File: src/rtl/pift_pkg.sv
// ============================================================================
// Module   : pift_pkg
// Brief    : Shared types and helpers for PIFT taint-tracking cells.
// Revision : 1.0 - initial release
// ============================================================================
`default_nettype none

package pift_pkg;

    typedef enum logic {
        SWEEP_IDLE = 1'b0,
        SWEEP_RUN  = 1'b1
    } pift_sweep_state_t;

    // True when addr falls inside [offset, offset+size).
    function automatic logic pift_addr_in_range(
        input logic [31:0] addr,
        input logic [31:0] offset,
        input logic [31:0] size
    );
        return (addr >= offset) && ((addr - offset) < size);
    endfunction

endpackage

`default_nettype wire

File: src/rtl/taintcell_memx_sweep.sv
// ============================================================================
// Module   : taintcell_memx_sweep
// Brief    : Background clear sweeper; walks word indices 0..SIZE-1 once per request.
// Revision : 1.0 - initial release
// ============================================================================
`default_nettype none

module taintcell_memx_sweep #(
    parameter int SIZE  = 4,
    parameter int ABITS = 2
) (
    input  logic             pos_clk,
    input  logic             pos_arst,
    input  logic             clr_req,
    output logic             clr_busy,
    output logic             clr_stb,
    output logic [ABITS-1:0] clr_idx
);
    import pift_pkg::*;

    localparam logic [ABITS-1:0] c_last = ABITS'(SIZE - 1);
    localparam logic [ABITS-1:0] c_one  = ABITS'(1);

    pift_sweep_state_t r_state;
    pift_sweep_state_t w_state_nxt;
    logic [ABITS-1:0]  r_idx;
    logic [ABITS-1:0]  w_idx_nxt;

    always_ff @(posedge pos_clk or posedge pos_arst) begin
        if (pos_arst) begin
            r_state <= SWEEP_IDLE;
            r_idx   <= '0;
        end else begin
            r_state <= w_state_nxt;
            r_idx   <= w_idx_nxt;
        end
    end

    // A request seen while sweeping is simply dropped.
    always_comb begin
        w_state_nxt = r_state;
        w_idx_nxt   = r_idx;
        case (r_state)
            SWEEP_IDLE: begin
                if (clr_req) begin
                    w_state_nxt = SWEEP_RUN;
                    w_idx_nxt   = '0;
                end
            end
            SWEEP_RUN: begin
                w_idx_nxt = r_idx + c_one;
                if (r_idx == c_last) begin
                    w_state_nxt = SWEEP_IDLE;
                    w_idx_nxt   = '0;
                end
            end
        endcase
    end

    assign clr_busy = (r_state == SWEEP_RUN);
    assign clr_stb  = (r_state == SWEEP_RUN);
    assign clr_idx  = r_idx;

endmodule

`default_nettype wire

File: src/rtl/taintcell_memx.sv
// ============================================================================
// Module   : taintcell_memx
// Brief    : Multi-port shadow-taint memory with sweeper, transparency and
//            optional tainted-word counter (enabled by PIFT_TAINT_SUM_EN).
// Revision : 1.0 - initial release
// ============================================================================
`default_nettype none

module taintcell_memx #(
    parameter int                     SIZE           = 4,
    parameter int                     OFFSET         = 0,
    parameter int                     ABITS          = 2,
    parameter int                     WIDTH          = 8,
    parameter int                     RD_PORTS       = 1,
    parameter int                     WR_PORTS       = 1,
    parameter logic [RD_PORTS-1:0]    RD_TRANSPARENT = '0
) (
    input  logic                          pos_clk,
    input  logic                          pos_arst,
    input  logic [RD_PORTS-1:0]           rd_en,
    input  logic [RD_PORTS-1:0]           rd_en_taint,
    input  logic [RD_PORTS*ABITS-1:0]     rd_addr,
    input  logic [RD_PORTS*ABITS-1:0]     rd_addr_taint,
    output logic [RD_PORTS*WIDTH-1:0]     rd_data_taint,
    input  logic [WR_PORTS*WIDTH-1:0]     wr_en,
    input  logic [WR_PORTS*WIDTH-1:0]     wr_en_taint,
    input  logic [WR_PORTS*ABITS-1:0]     wr_addr,
    input  logic [WR_PORTS*ABITS-1:0]     wr_addr_taint,
    input  logic [WR_PORTS*WIDTH-1:0]     wr_data_taint,
    input  logic                          clr_req,
    output logic                          clr_busy,
    output logic [ABITS:0]                taint_sum
);
    import pift_pkg::*;

    // Array spans the full address space so every ABITS index is legal;
    // words at or beyond SIZE are never written.
    localparam int c_depth = 1 << ABITS;

    logic [WIDTH-1:0] r_mem     [c_depth];
    logic [WIDTH-1:0] w_mem_nxt [c_depth];
    logic [WIDTH-1:0] w_wr_mask [c_depth];
    logic             w_clr_stb;
    logic [ABITS-1:0] w_clr_idx;

    taintcell_memx_sweep #(
        .SIZE  (SIZE),
        .ABITS (ABITS)
    ) u_sweep (
        .pos_clk  (pos_clk),
        .pos_arst (pos_arst),
        .clr_req  (clr_req),
        .clr_busy (clr_busy),
        .clr_stb  (w_clr_stb),
        .clr_idx  (w_clr_idx)
    );

    // Sweep clear first, then ports in ascending order so the highest port wins.
    always_comb begin
        logic [ABITS-1:0] v_idx;
        logic             v_addr_t;
        w_mem_nxt = r_mem;
        for (int w = 0; w < c_depth; w++) begin
            w_wr_mask[w] = '0;
        end
        v_idx    = '0;
        v_addr_t = 1'b0;
        if (w_clr_stb) begin
            w_mem_nxt[w_clr_idx] = '0;
        end
        for (int p = 0; p < WR_PORTS; p++) begin
            v_idx    = wr_addr[p*ABITS +: ABITS] - ABITS'(OFFSET);
            v_addr_t = |wr_addr_taint[p*ABITS +: ABITS];
            if (pift_addr_in_range(32'(wr_addr[p*ABITS +: ABITS]), 32'(OFFSET), 32'(SIZE))) begin
                for (int j = 0; j < WIDTH; j++) begin
                    if (wr_en[p*WIDTH+j]) begin
                        w_mem_nxt[v_idx][j] = wr_data_taint[p*WIDTH+j] | v_addr_t
                                            | wr_en_taint[p*WIDTH+j];
                        w_wr_mask[v_idx][j] = 1'b1;
                    end else if (wr_en_taint[p*WIDTH+j]) begin
                        w_mem_nxt[v_idx][j] = 1'b1;
                        w_wr_mask[v_idx][j] = 1'b1;
                    end
                end
            end
        end
    end

    always_ff @(posedge pos_clk or posedge pos_arst) begin
        if (pos_arst) begin
            for (int w = 0; w < c_depth; w++) begin
                r_mem[w] <= '0;
            end
        end else begin
            for (int w = 0; w < c_depth; w++) begin
                r_mem[w] <= w_mem_nxt[w];
            end
        end
    end

    for (genvar i = 0; i < RD_PORTS; i++) begin : g_rd
        localparam logic [WIDTH-1:0] c_tmask = {WIDTH{RD_TRANSPARENT[i]}};

        logic [ABITS-1:0] w_idx;
        logic             w_in_range;
        logic [WIDTH-1:0] w_bypass;
        logic [WIDTH-1:0] w_word;
        logic [WIDTH-1:0] w_nxt;
        logic [WIDTH-1:0] r_data;

        assign w_idx      = rd_addr[i*ABITS +: ABITS] - ABITS'(OFFSET);
        assign w_in_range = pift_addr_in_range(32'(rd_addr[i*ABITS +: ABITS]), 32'(OFFSET), 32'(SIZE));
        assign w_bypass   = w_wr_mask[w_idx] & c_tmask;
        assign w_word     = (r_mem[w_idx] & ~w_bypass) | (w_mem_nxt[w_idx] & w_bypass);

        always_comb begin
            w_nxt = r_data;
            if (rd_en_taint[i] || (rd_en[i] && !w_in_range)) begin
                w_nxt = '1;
            end else if (rd_en[i]) begin
                w_nxt = w_word | {WIDTH{|rd_addr_taint[i*ABITS +: ABITS]}};
            end
        end

        always_ff @(posedge pos_clk or posedge pos_arst) begin
            if (pos_arst) begin
                r_data <= '0;
            end else begin
                r_data <= w_nxt;
            end
        end

        assign rd_data_taint[i*WIDTH +: WIDTH] = r_data;
    end

`ifdef PIFT_TAINT_SUM_EN
    localparam logic [ABITS:0] c_sum_one = (ABITS+1)'(1);

    logic [c_depth-1:0] w_touched;
    logic [ABITS:0]     w_up;
    logic [ABITS:0]     w_dn;
    logic [ABITS:0]     r_sum;

    // Only swept or written words can change their tainted/clean status.
    always_comb begin
        w_up = '0;
        w_dn = '0;
        for (int w = 0; w < c_depth; w++) begin
            w_touched[w] = (w_clr_stb && (w_clr_idx == ABITS'(w))) || (|w_wr_mask[w]);
            if (w_touched[w]) begin
                if (!(|r_mem[w]) && (|w_mem_nxt[w])) begin
                    w_up = w_up + c_sum_one;
                end else if ((|r_mem[w]) && !(|w_mem_nxt[w])) begin
                    w_dn = w_dn + c_sum_one;
                end
            end
        end
    end

    always_ff @(posedge pos_clk or posedge pos_arst) begin
        if (pos_arst) begin
            r_sum <= '0;
        end else begin
            r_sum <= r_sum + w_up - w_dn;
        end
    end

    assign taint_sum = r_sum;
`else
    assign taint_sum = '0;
`endif

endmodule

`default_nettype wire

File: config.mk
export PLATFORM = sky130hd
export DESIGN_NAME = taintcell_memx
export DESIGN_NICKNAME = d
export VERILOG_FILES = /design/src/rtl/pift_pkg.sv /design/src/rtl/taintcell_memx_sweep.sv /design/src/rtl/taintcell_memx.sv
export SDC_FILE = /design/constraint.sdc
export NUM_CORES = 1
export LEC_CHECK = 0
export CAP_MARGIN = 20
export CORE_UTILIZATION = 50
export DETAILED_ROUTE_END_ITERATION = 8
export GPL_TIMING_DRIVEN = 0
export PLACE_DENSITY = 0.85
export SLEW_MARGIN = 20
export SYNTH_ARGS = -nofsm -noshare
export SYNTH_HDL_FRONTEND = slang
export SYNTH_HIERARCHICAL = 1
export SYNTH_SLANG_ARGS = --single-unit
export TNS_END_PERCENT = 20
File: constraint.sdc
create_clock -name pos_clk -period 1.5 [get_ports pos_clk]
set_input_delay 0.15 -clock pos_clk [delete_from_list [all_inputs] [get_ports pos_clk]]
set_output_delay 0.15 -clock pos_clk [all_outputs]
set_load 0.05 [all_outputs]
==> metrics.md, run 1 <==
| Metric | Value |
|---|---|
| Drt drc | 0 |
| Yosys top cell area share | ~48% |
| Register bit count reported by yosys | 43 |
| First-pass detailed-route iteration total | 5 |
| Synth warn | 6 |
| RePlAce Congestion | 0.809 |
| Area grow syn2layout | 28.0% |
| Worst EP required | 1.67 ns |
| DP HPWL | about 3.7 mm |
| Pins over their slew limit | 0 |
| Worst hold path class | input pin to async pin |
| Number of antenna diodes | 0 |
| Leakage power | 1.13 nW |
| Type of the worst setup path | flip-flop to flip-flop |
| Critical Path Max Stage Delay | between 0.4 and 0.5 ns |
| Syn Area/Cell | between 10 and 15 um2 |
| Crit start category | flip-flop |
| Most common cell after layout, fill and taps aside | dfrtp_1 |
| Post-synth cell types | 29 |
| Top Layer Used | met4 |
| Peak supply drop | 798 uV |
| Die Height | 68.8 um |
| Final setup viols | 0 |
| Period utilization | a little over nine tenths |
| Routed WL | just over 5 mm |
| Total congestion overflow | 0 |
| Clk sinks | 43 |
| Wire per inst | roughly 18 um |
| Max Cap Viol | 0 |
| CTS Buf Count | 5 |
| Global-route wire length before repair | between 8 and 9 mm |
| GRT Resource Usage Total | 24.6% |
| Cells after synthesis | 178 |
| Sw Ratio | around a third |
| Post-Layout Cell Count | ~280 |
| Die area | about 4700 um2 |
| Site Rows | 23 |
| DRT antenna net count | 0 |
| Fin nets | 270 |
| Hold Violations, Final | 0 |
| CP Capture Type | flip-flop |
| Layout Skew | just over 0.006 ns |
| Worst-case clock buffer depth | 2 |
| Ports | between 40 and 50 |
| Reg2Reg Capture Point | r_mem[9] |
| FF-to-FF path depth | 3 |
| Initial antenna violation count | 0 |
| Pint | around 2.8 mW |
| Reg2reg setup slack | slightly below 0.09 ns |
| Clk Latency, worst-skew pair | ~0.3 ns |
| Utilization after layout | between 60 and 70% |
| Share of the yosys chip area belonging to registers | around half |
| Ranking of synthesized cells by area | dfrtp_1, a22oi_1, nor4b_4 |
| Initial Utilization | a little over half |
| RSZ-0062 raised after global routing | no |
| Largest net degree at the start of global routing | 24 |
| # fillers | between 300 and 400 |
| Critical Path AT | between 1.5 and 2 ns |
| DIE WIDTH | between 60 and 70 um |
| Synth Cell Area | 2230 um2 |
| Fmax | 708 MHz |
| Post-Route M1 WL | approximately 2.0 mm |
| Core Footprint | 4140 um2 |
| Crit-path slowest cell | dfrtp_1 |
| PD cells | about 1500 nW/um2 |
| Drt initial violations | between 150 and 200 |
| Comb power frac | 38.0% |
| Largest area contributor in the netlist | dfrtp_1 |
| Via count | around 1800 |
| Htree depth | 2 |
| Min Tclk post-route | 1.41 ns |
| Total Power | ~4.3 mW |
| Register area | around 1100 um2 |
| Hold Slack | approximately 0.062 ns |
| Critical Path Fanout Max | 8 |
| Most frequent cells in the layout | dfrtp_1, clkdlybuf4s50_1, a21oi_1 |
| Vias per inst | between 6 and 7 |
| Layout cells sized above 1 | 25.8% |
| Port Buffers | 43 |
| Crit Reg-Reg Startpoint | u_sweep/clr_idx[0] |
| Reg power frac | 45.4% |
| Switch Pwr | roughly 1.5 mW |
| Multi-input gate area | roughly 1000 um2 |
| CTS tree | yes |
| Clock Pin Slew Worst Setup and Hold Paths | around 0.070 ns |
| Status | completed |
| CP cell instances | nand3b_1 > a22oi_1 > a21oi_1 |
| Met2 Wirelength | 2.56 mm |
| Clk root buf | clkbuf_8 |
| Placed Cells | ~270 |
| Met3 wire length | around 480 um |
| Vias in the first global route | around 1700 |
| Clk pwr share | roughly 17% |
[power by group through the flow]
stage	clock (mW)	sequential, mW	combinational, mW
finish	0.714	1.95	1.63
global route	0.769	2.01	1.78
floorplan	0	1.95	1.11
global placement	0	1.93	1.52
detailed placement	0	1.96	1.61
CTS	0.722	1.94	1.60
[logic make-up (layout without fill, tap and decap cells)]
kind of cell | Yosys count | after routing | synth area share (%)
and+or+nand+nor | 31 | 31 | 15.4
DFF | 43 | 43 | 48.3
adders and majority gates | 1 | 1 | 0.561
buffers and inverters | 19 | 72 | 5.33
other | 1 | 3 | 0.168
AOI/OAI and AO/OA | 75 | 75 | 22.2
muxes | 8 | 8 | 8.08
[layer usage]
layer | GRT usage (%) | up-vias
li1 | - | 800
met1 | 32.3 | 847
met2 | 40.9 | 100
met3 | 5.76 | 7
met4 | 6.38 | 0
met5 | 0 | -
[what timing repair did]
item                       4_1_cts  5_1_grt
setup buffers                    0        1
gates resized for setup          9        2
setup endpoints to repair        9        3
hold buffers                     0        0
gates cloned                     0        0
[worst max-delay path, delay by kind of cell, from the launching register on]
family / cells / cell delay, ns
flip-flops: 1 / 0.46
AO/OA/AOI/OAI: 2 / 0.40
AND/OR/NAND/NOR: 1 / 0.43
[Yosys cell counts]
cell type  instances
o21ai_1            1
dfrtp_1           43
buf_6              2
or4b_4             1
inv_1              2
and2_1             1
o22a_2             5
a21o_1             1
or3b_1             1
buf_1              1
o22a_1             3
nor2b_1            2
nor2_1             2
nor3b_2            1
mux4_2             8
buf_2              5
conb_1             1
or2_1              1
nor4b_4            8
clkbuf_2           3
nand3b_1           2
or2_2              9
nand2_1            1
a22oi_1           32
nand3_1            1
nand2b_1           1
a21oi_1           33
ha_1               1
buf_4              6
[metrics by stage]
stage | cell area, um2 | setup TNS, ns | setup WS (ns)
6_report | 2850 | 0 | 0.0877
5_1_grt | 2850 | 0 | 0.00730
3_3_place_gp | 2740 | -19.35 | -0.435
2_1_floorplan | 2250 | -0.0898 | -0.0150
3_5_place_dp | 2770 | -2.95 | -0.220
4_1_cts | 2840 | 0 | 0.0590
[final cells by class]
class	count	area share, %
sequential	43	37.7
multi-input combinational	118	36.8
timing repair buffer	45	15.9
buffer	17	4.25
clock buffer	7	2.67
tap	50	2.19
inverter	2	0.263
clock inverter	1	0.175
[state kept, by name, indices dropped and copies added, names as in the netlist]
register,flops
u_sweep/clr_busy,1
rd_data_taint,8
u_sweep/clr_idx,2
r_mem,32
[worst max-delay path by stage]
stage / slack (ns) / endpoint / startpoint / cells after the start
finish: 0.09 / r_mem[9] / u_sweep/clr_idx[0] / 3
global placement: -0.43 / rd_data_taint[7] / pos_arst / 2
floorplan: -0.01 / r_mem[25] / u_sweep/clr_busy / 5
detailed placement: -0.22 / r_mem[28] / wr_addr[1] / 5
CTS: 0.06 / r_mem[31] / u_sweep/clr_busy / 5
global route: 0.007 / r_mem[9] / u_sweep/clr_idx[0] / 3
No activity file was read; power rests on OpenSTA's default activity.
==> inputs of run 2 (changes only) <==
CORE_ASPECT_RATIO = 0.5   (was default)
SETUP_SLACK_MARGIN = 0.3   (was default)
==> metrics.md, run 2 (same netlist as run 1, synthesis figures left out) <==
| Metric | Value |
|---|---|
| Status | completed (unchanged) |
| Initial antenna violation count | 0 (unchanged) |
| Site Rows | 16 (was 23) |
| Multi-input gate area | 1100 um2 (was 1050 um2) |
| Crit Reg-Reg Startpoint | u_sweep/clr_busy (was u_sweep/clr_idx[0]) |
| Clk sinks | 43 (unchanged) |
| Number of antenna diodes | 0 (unchanged) |
| Post-Place Worst Slack | -0.383 ns (was -0.220 ns) |
| First-pass detailed-route iteration total | 5 (unchanged) |
| Worst EP required | 1.68 ns (was 1.67 ns) |
| Clock Pin Slew Worst Setup and Hold Paths | 0.08 ns (was 0.07 ns) |
| RePlAce Congestion | 0.833 (was 0.809) |
| Total congestion overflow | 0 (unchanged) |
| Drt drc | 0 (unchanged) |
| Ports | 49 (unchanged) |
| Post-route cell area | 3030 um2 (was 2850 um2) |
| Die Height | 49.2 um (was 68.8 um) |
| FF-to-FF path depth | 5 (was 3) |
| Most common cell after layout, fill and taps aside | dfrtp_1 (unchanged) |
| Placed Cells | 278 (was 274) |
| Drt initial violations | 157 (was 170) |
| Hold-fix buffer count after cts | 0 (unchanged) |
| Fin nets | 278 (was 270) |
| Type of the worst setup path | flip-flop to flip-flop (unchanged) |
| Max Cap Viol | 0 (unchanged) |
| Final setup viols | 0 (unchanged) |
| Clk root buf | clkbuf_8 (unchanged) |
| Pins over their slew limit | 0 (unchanged) |
| CP Capture Type | flip-flop (unchanged) |
| Peak supply drop | 838 uV (was 798 uV) |
| Die area | 4750 um2 (was 4730 um2) |
| Worst hold path class | input pin to async pin (unchanged) |
| Period utilization | 95.3% (was 94.2%) |
| Setup ws final | 0.0711 ns (was 0.0877 ns) |
| Port Buffers | 43 (unchanged) |
| Global-route wire length before repair | 9.11 mm (was 8.20 mm) |
| Area grow syn2layout | 35.9% (was 28.0%) |
| GRT Resource Usage Total | 26.5% (was 24.6%) |
| Core Footprint | 4080 um2 (was 4140 um2) |
| Htree depth | 2 (unchanged) |
| Routed WL | 6.10 mm (was 5.12 mm) |
| DP HPWL | 3.95 mm (was 3.69 mm) |
| Hold Slack | 0.0909 ns (was 0.0620 ns) |
| Initial Utilization | 54.6% (was 53.8%) |
| Fmax | 700 MHz (was 708 MHz) |
| Via count | 1880 (was 1754) |
| Layout cells sized above 1 | 35.8% (was 25.8%) |
| Register area | 1080 um2 (about the same) |
| Hold Violations, Final | 0 (unchanged) |
| Cell Area, Placed | 2800 um2 (was 2770 um2) |
| Layout Skew | 0.00987 ns (was 0.00606 ns) |
| Most frequent cells in the layout | dfrtp_1, a21oi_1, clkdlybuf4s50_1 (was dfrtp_1, clkdlybuf4s50_1, a21oi_1) |
| Critical Path AT | 1.61 ns (was 1.58 ns) |
| DIE WIDTH | 96.4 um (was 68.8 um) |
| PD cells | 1560 nW/um2 (was 1500 nW/um2) |
| Wire per inst | 20.7 um (was 18.1 um) |
| Worst-case clock buffer depth | 2 (unchanged) |
| # fillers | 272 (was 312) |
| Leakage power | 1.24 nW (was 1.13 nW) |
| Post-Layout Cell Count | 294 (was 283) |
| Crit start category | flip-flop (unchanged) |
| Vias per inst | 6.39 (was 6.20) |
| Critical Path Fanout Max | 8 (unchanged) |
| Vias in the first global route | 1860 (was 1701) |
| CTS Buf Count | 5 (unchanged) |
| Utilization after layout | 74.2% (was 68.9%) |
| Largest register FFs | 32 (unchanged) |
| RSZ-0062 raised after global routing | yes (was no) |
| Clk Latency, worst-skew pair | 0.30 ns (about the same) |
| Largest net degree at the start of global routing | 35 (was 24) |
| CTS tree | yes (unchanged) |
| Reg2Reg Capture Point | r_mem[29] (was r_mem[9]) |
| Most flops, register | r_mem (unchanged) |
| DRT antenna net count | 0 (unchanged) |
| Reg2reg setup slack | 0.07 ns (was 0.09 ns) |
| Min Tclk post-route | 1.43 ns (was 1.41 ns) |
-- run 2: cell types whose count changed in the layout (fill, tap and decap cells not counted), moves of 3 or more --
cell	previous run	this run
a22oi_2	1	9
clkdlybuf4s15_2	0	8
buf_12	0	3
clkbuf_4	0	3
buf_4	6	13
buf_2	4	1
clkdlybuf4s50_1	34	30
a22oi_1	31	23
dlymetal6s2s_1	0	4
dlygate4sd2_1	9	1
-- run 2: cell type report --
cell class | instances | share of cell area, %
Timing Repair Buffer | 53 | 17.8
Inverter | 2 | 0.248
Sequential cell | 43 | 35.6
Multi-Input combinational cell | 118 | 36.3
Tap cell | 54 | 2.23
Clock buffer | 7 | 2.52
Buffer | 17 | 5.24
-- run 2: timing repair --
action                                  in CTS  in global routing
endpoints found under the setup margin      49                 49
pin swaps                                    0                  7
buffers inserted                             4                  5
gates resized for setup                     27                 26
-- run 2: worst max-delay path: stages (launching register included) --
cell and delay [ns]:
dfrtp_2 0.39, buf_6 0.11, or3b_4 0.39, buf_12 0.16, a22oi_2 0.22, a21oi_2 0.05
-- run 2: per-stage QoR --
step | TNS, ns | power (mW)
floorplan | 0 | 3.14
global placement | -17.47 | 3.53
detailed placement | -4.45 | 3.66
CTS | 0 | 4.42
global route | 0 | 4.97
finish | 0 | 4.74
-- run 2: worst max-delay path by stage --
stage,start,end,slack (ns),cells past startpoint
CTS,u_sweep/clr_busy,r_mem[30],0.14,5
global placement,pos_arst,rd_data_taint[2],-0.37,2
global route,u_sweep/clr_busy,r_mem[27],0.02,5
detailed placement,wr_addr[1],r_mem[29],-0.38,5
floorplan,u_sweep/clr_busy,r_mem[25],0.006,5
finish,u_sweep/clr_busy,r_mem[29],0.07,5
-- run 2: per-layer routing --
| layer | global-route usage [%] | vias up | part of all wire [%] |
|---|---|---|---|
| met5 | 0 | - | 0 |
| met4 | 8.09 | 0 | 2.4 |
| met3 | 8.88 | 20 | 11 |
| met2 | 42.6 | 147 | 47 |
| met1 | 33.9 | 903 | 40 |
| li1 | - | 810 | - |
-- run 2: where the power goes --
group          internal (mW)  total (mW)  switching (mW)
clock                  0.321       0.707           0.386
combinational           1.08        2.04           0.957
sequential              1.66        1.99           0.334
total                   3.06        4.74            1.68
==> inputs of run 3 (changes only) <==
HOLD_SLACK_MARGIN = 0.1   (was default)
SYNTH_HIERARCHICAL = default   (was 1)
==> metrics.md, run 3 <==
| Metric | Value |
|---|---|
| Status | completed (unchanged) |
| Hold Slack | 0.351 ns (was 0.0909 ns) |
| Largest area contributor in the netlist | dfrtp_1 (unchanged) |
| Worst slew margin | between 30% and 40% |
| Number of antenna diodes | 0 (unchanged) |
| Layout cells sized above 1 | 42.4% (was 35.8%) |
| Core Footprint | 4080 um2 (unchanged) |
| RePlAce Congestion | 0.820 (was 0.833) |
| Vias in the first global route | 1854 (was 1860) |
| Period utilization | 83.1% (was 95.3%) |
| Clk sinks | 43 (unchanged) |
| CP Capture Type | flip-flop (unchanged) |
| FF-to-FF path depth | 5 (unchanged) |
| Most frequent cells after synthesis | dfrtp_1, a21oi_1, a22oi_1 (unchanged) |
| Post-synth cell types | 26 (was 29) |
| Min Tclk post-route | 1.25 ns (was 1.43 ns) |
| Crit start category | flip-flop (unchanged) |
| Clk pwr share | 20.6% (was 14.9%) |
| Main synth FF type | dfrtp_1 (unchanged) |
| Largest register FFs | 32 (unchanged) |
| Vias per inst | 6.47 (was 6.39) |
| Reg2Reg Capture Point | r_mem[17] (was r_mem[29]) |
| Critical Path AT | 1.45 ns (was 1.61 ns) |
| Port Buffers | 43 (unchanged) |
| Critical Path Stages | 5 (unchanged) |
| Die area | 4770 um2 (was 4750 um2) |
| Share of the yosys chip area belonging to registers | 48.0% (was 48.3%) |
| Clock Pin Slew Worst Setup and Hold Paths | 0.09 ns (was 0.08 ns) |
| DIE WIDTH | 96.7 um (was 96.4 um) |
| Critical Path Max Stage Delay | 0.44 ns (was 0.39 ns) |
| CTS Buf Count | 5 (unchanged) |
| Peak supply drop | 1090 uV (was 838 uV) |
| Most frequent cells in the layout | dfrtp_1, a21oi_1, clkdlybuf4s50_1 (unchanged) |
| Worst setup endpoint | r_mem[17] (was r_mem[29]) |
| Post-synth EDFFs | 0 (unchanged) |
| Clk root buf | clkbuf_8 (unchanged) |
| Worst hold path class | input pin to flip-flop (was input pin to async pin) |
| GRT Resource Usage Total | 25.6% (was 26.5%) |
| Asr flop ratio synth | 100% (unchanged) |
| Met3 wire length | 629 um (was 668 um) |
| Buf/Inv on CP | 1 (was 2) |
| Leakage power | 1.29 nW (was 1.24 nW) |
| Count leader, synth | dfrtp_1 (unchanged) |
| Fin nets | 278 (unchanged) |
| Most common cell after layout, fill and taps aside | dfrtp_1 (unchanged) |
| Synth warn | 0 (was 6) |
| Site Rows | 16 (unchanged) |
| Crit-path slowest cell | dfrtp_2 (unchanged) |
| Top Layer Used | met4 (unchanged) |
| Routed WL | 6.30 mm (was 6.10 mm) |
| Total congestion overflow | 0 (unchanged) |
| Worst-case clock buffer depth | 2 (unchanged) |
| CTS tree | yes (unchanged) |
| Area grow syn2layout | 41.0% (was 35.9%) |
| DRT antenna net count | 0 (unchanged) |
| Ranking of synthesized cells by area | dfrtp_1, a22oi_1, nor4b_4 (unchanged) |
| DP HPWL | 4.00 mm (was 3.95 mm) |
| Die Height | 49.3 um (was 49.2 um) |
| Htree depth | 2 (unchanged) |
| Global-route wire length before repair | 9.31 mm (was 9.11 mm) |
| First-pass detailed-route iteration total | 5 (unchanged) |
| Ports | 49 (unchanged) |
| Post-Route M1 WL | 2.45 mm (was 2.44 mm) |
| Switch Pwr | 1.87 mW (was 1.68 mW) |
| Largest net degree at the start of global routing | 44 (was 35) |
| Reg power frac | 38.0% (was 42.0%) |
| Via count | 1890 (was 1880) |
| Total Power | 5.25 mW (was 4.74 mW) |
| Worst EP required | 1.70 ns (was 1.68 ns) |
| Critical Path Fanout Max | 8 (unchanged) |
| Layout Skew | 0.00559 ns (was 0.00987 ns) |
| Wire per inst | 21.6 um (was 20.7 um) |
| Final setup viols | 0 (unchanged) |
| Drt initial violations | 164 (was 157) |
| Sw Ratio | 35.6% (was 35.4%) |
| Fmax | 802 MHz (was 700 MHz) |
| Register bit count reported by yosys | 43 (unchanged) |
| Largest delay share family, worst path | flip-flops (unchanged) |
| Hold Violations, Final | 0 (unchanged) |
| Comb power frac | 41.4% (was 43.1%) |
| Drt drc | 0 (unchanged) |
| Pint | 3.38 mW (was 3.06 mW) |
| Type of the worst setup path | flip-flop to flip-flop (unchanged) |
| Utilization after layout | 77.3% (was 74.2%) |
| Clk Latency, worst-skew pair | 0.29 ns (was 0.30 ns) |
| Initial antenna violation count | 0 (unchanged) |
| Initial Utilization | 54.8% (was 54.6%) |
| Reg2reg setup slack | 0.25 ns (was 0.07 ns) |
| CP cell instances | buf_4 > ha_4 > nand2_8 > a22oi_1 > a21oi_1 (was buf_6 > or3b_4 > buf_12 > a22oi_2 > a21oi_2) |
| Pins over their slew limit | 0 (unchanged) |
| Synth Cell Area | 2240 um2 (was 2230 um2) |
| Max Cap Viol | 0 (unchanged) |
| RSZ-0062 raised after global routing | yes (unchanged) |
| Crit Reg-Reg Startpoint | u_sweep.clr_idx[0] (was u_sweep/clr_busy) |
| Worst Tran Pin Value | 0.956 ns |
| Yosys top cell area share | 48.0% (was 48.3%) |
| Met2 Wirelength | 3.07 mm (was 2.84 mm) |
| Syn Area/Cell | 12.4 um2 (was 12.5 um2) |
| Most flops, register | r_mem (unchanged) |
| PD cells | 1660 nW/um2 (was 1560 nW/um2) |
| Crit path from | u_sweep.clr_idx[0] (was u_sweep/clr_busy) |
| Cells after synthesis | 180 (was 178) |
==> run 3: timing repair <==
item,in CTS,in global routing
hold buffers,0,0
buffers inserted,0,5
gates cloned,0,0
setup endpoints to repair,49,46
hold endpoints to repair,0,0
pin swaps,3,9
resized for setup,33,50
==> run 3: power by group through the flow <==
| stage | combinational (mW) | clock, mW | sequential [mW] |
|---|---|---|---|
| 2_1_floorplan | 1.10 | 0 | 1.94 |
| 3_3_place_gp | 1.53 | 0 | 1.90 |
| 3_5_place_dp | 1.63 | 0 | 1.95 |
| 4_1_cts | 1.68 | 1.08 | 1.93 |
| 5_1_grt | 2.29 | 1.12 | 2.03 |
| 6_report | 2.17 | 1.08 | 2.00 |
==> run 3: worst min-delay path by stage <==
| stage | startpoint | endpoint | slack (ns) | cells after the start |
|---|---|---|---|---|
| floorplan | pos_arst | r_mem[0] | 0.15 | 1 |
| global placement | rd_data_taint[7] | rd_data_taint[7] | 0.47 | 1 |
| detailed placement | rd_data_taint[7] | rd_data_taint[7] | 0.48 | 1 |
| CTS | rd_addr[0] | rd_data_taint[6] | 0.39 | 3 |
| global route | rd_en_taint | rd_data_taint[6] | 0.38 | 4 |
| finish | rd_en_taint | rd_data_taint[6] | 0.35 | 4 |
==> run 3: tightest hold or removal path: cells and delay by family <==
family	cells	cell delay [ns]
AO/OA/AOI/OAI	1	0.12
buffers and inverters	2	0.21
AND/OR/NAND/NOR	1	0.13
==> run 3: layout make-up <==
type | instances | area (um2)
Timing Repair Buffer | 48 | 494
Inverter | 4 | 21.3
Multi-Input combinational cell | 119 | 1230
Sequential cell | 43 | 1080
Buffer | 16 | 129
Tap cell | 54 | 67.6
Clock inverter | 3 | 67.6
Clock buffer | 5 | 68.8
Fill cell | 247 | 926
==> run 3: logic make-up (layout without fill, tap and decap cells) <==
| kind of cell | after synthesis | after routing | share of synthesized area [%] |
|---|---|---|---|
| buf+inv | 20 | 76 | 5.03 |
| mux | 9 | 9 | 8.49 |
| flops | 43 | 43 | 48.0 |
| other cells | 1 | 3 | 0.167 |
| fa+ha+maj | 4 | 4 | 2.23 |
| compound gates | 74 | 74 | 22.1 |
| simple gates | 29 | 29 | 14.0 |
==> run 3: per-stage QoR <==
step | instance area [um2] | worst slack, ns | setup TNS [ns] | cells
final | 3160 | 0.254 | 0 | 292
after detailed placement | 2760 | -0.218 | -4.10 | 279
after global routing | 3160 | 0.231 | 0 | 292
after CTS | 2920 | 0.183 | 0 | 287
after floorplan | 2260 | 0.316 | 0 | 182
after global placement | 2760 | -0.186 | -2.74 | 279
==> run 3: routing by layer <==
metal	track usage, %	up-vias
li1	-	806
met3	8.17	20
met5	0	-
met4	7.96	0
met1	31.7	938
met2	43.4	126
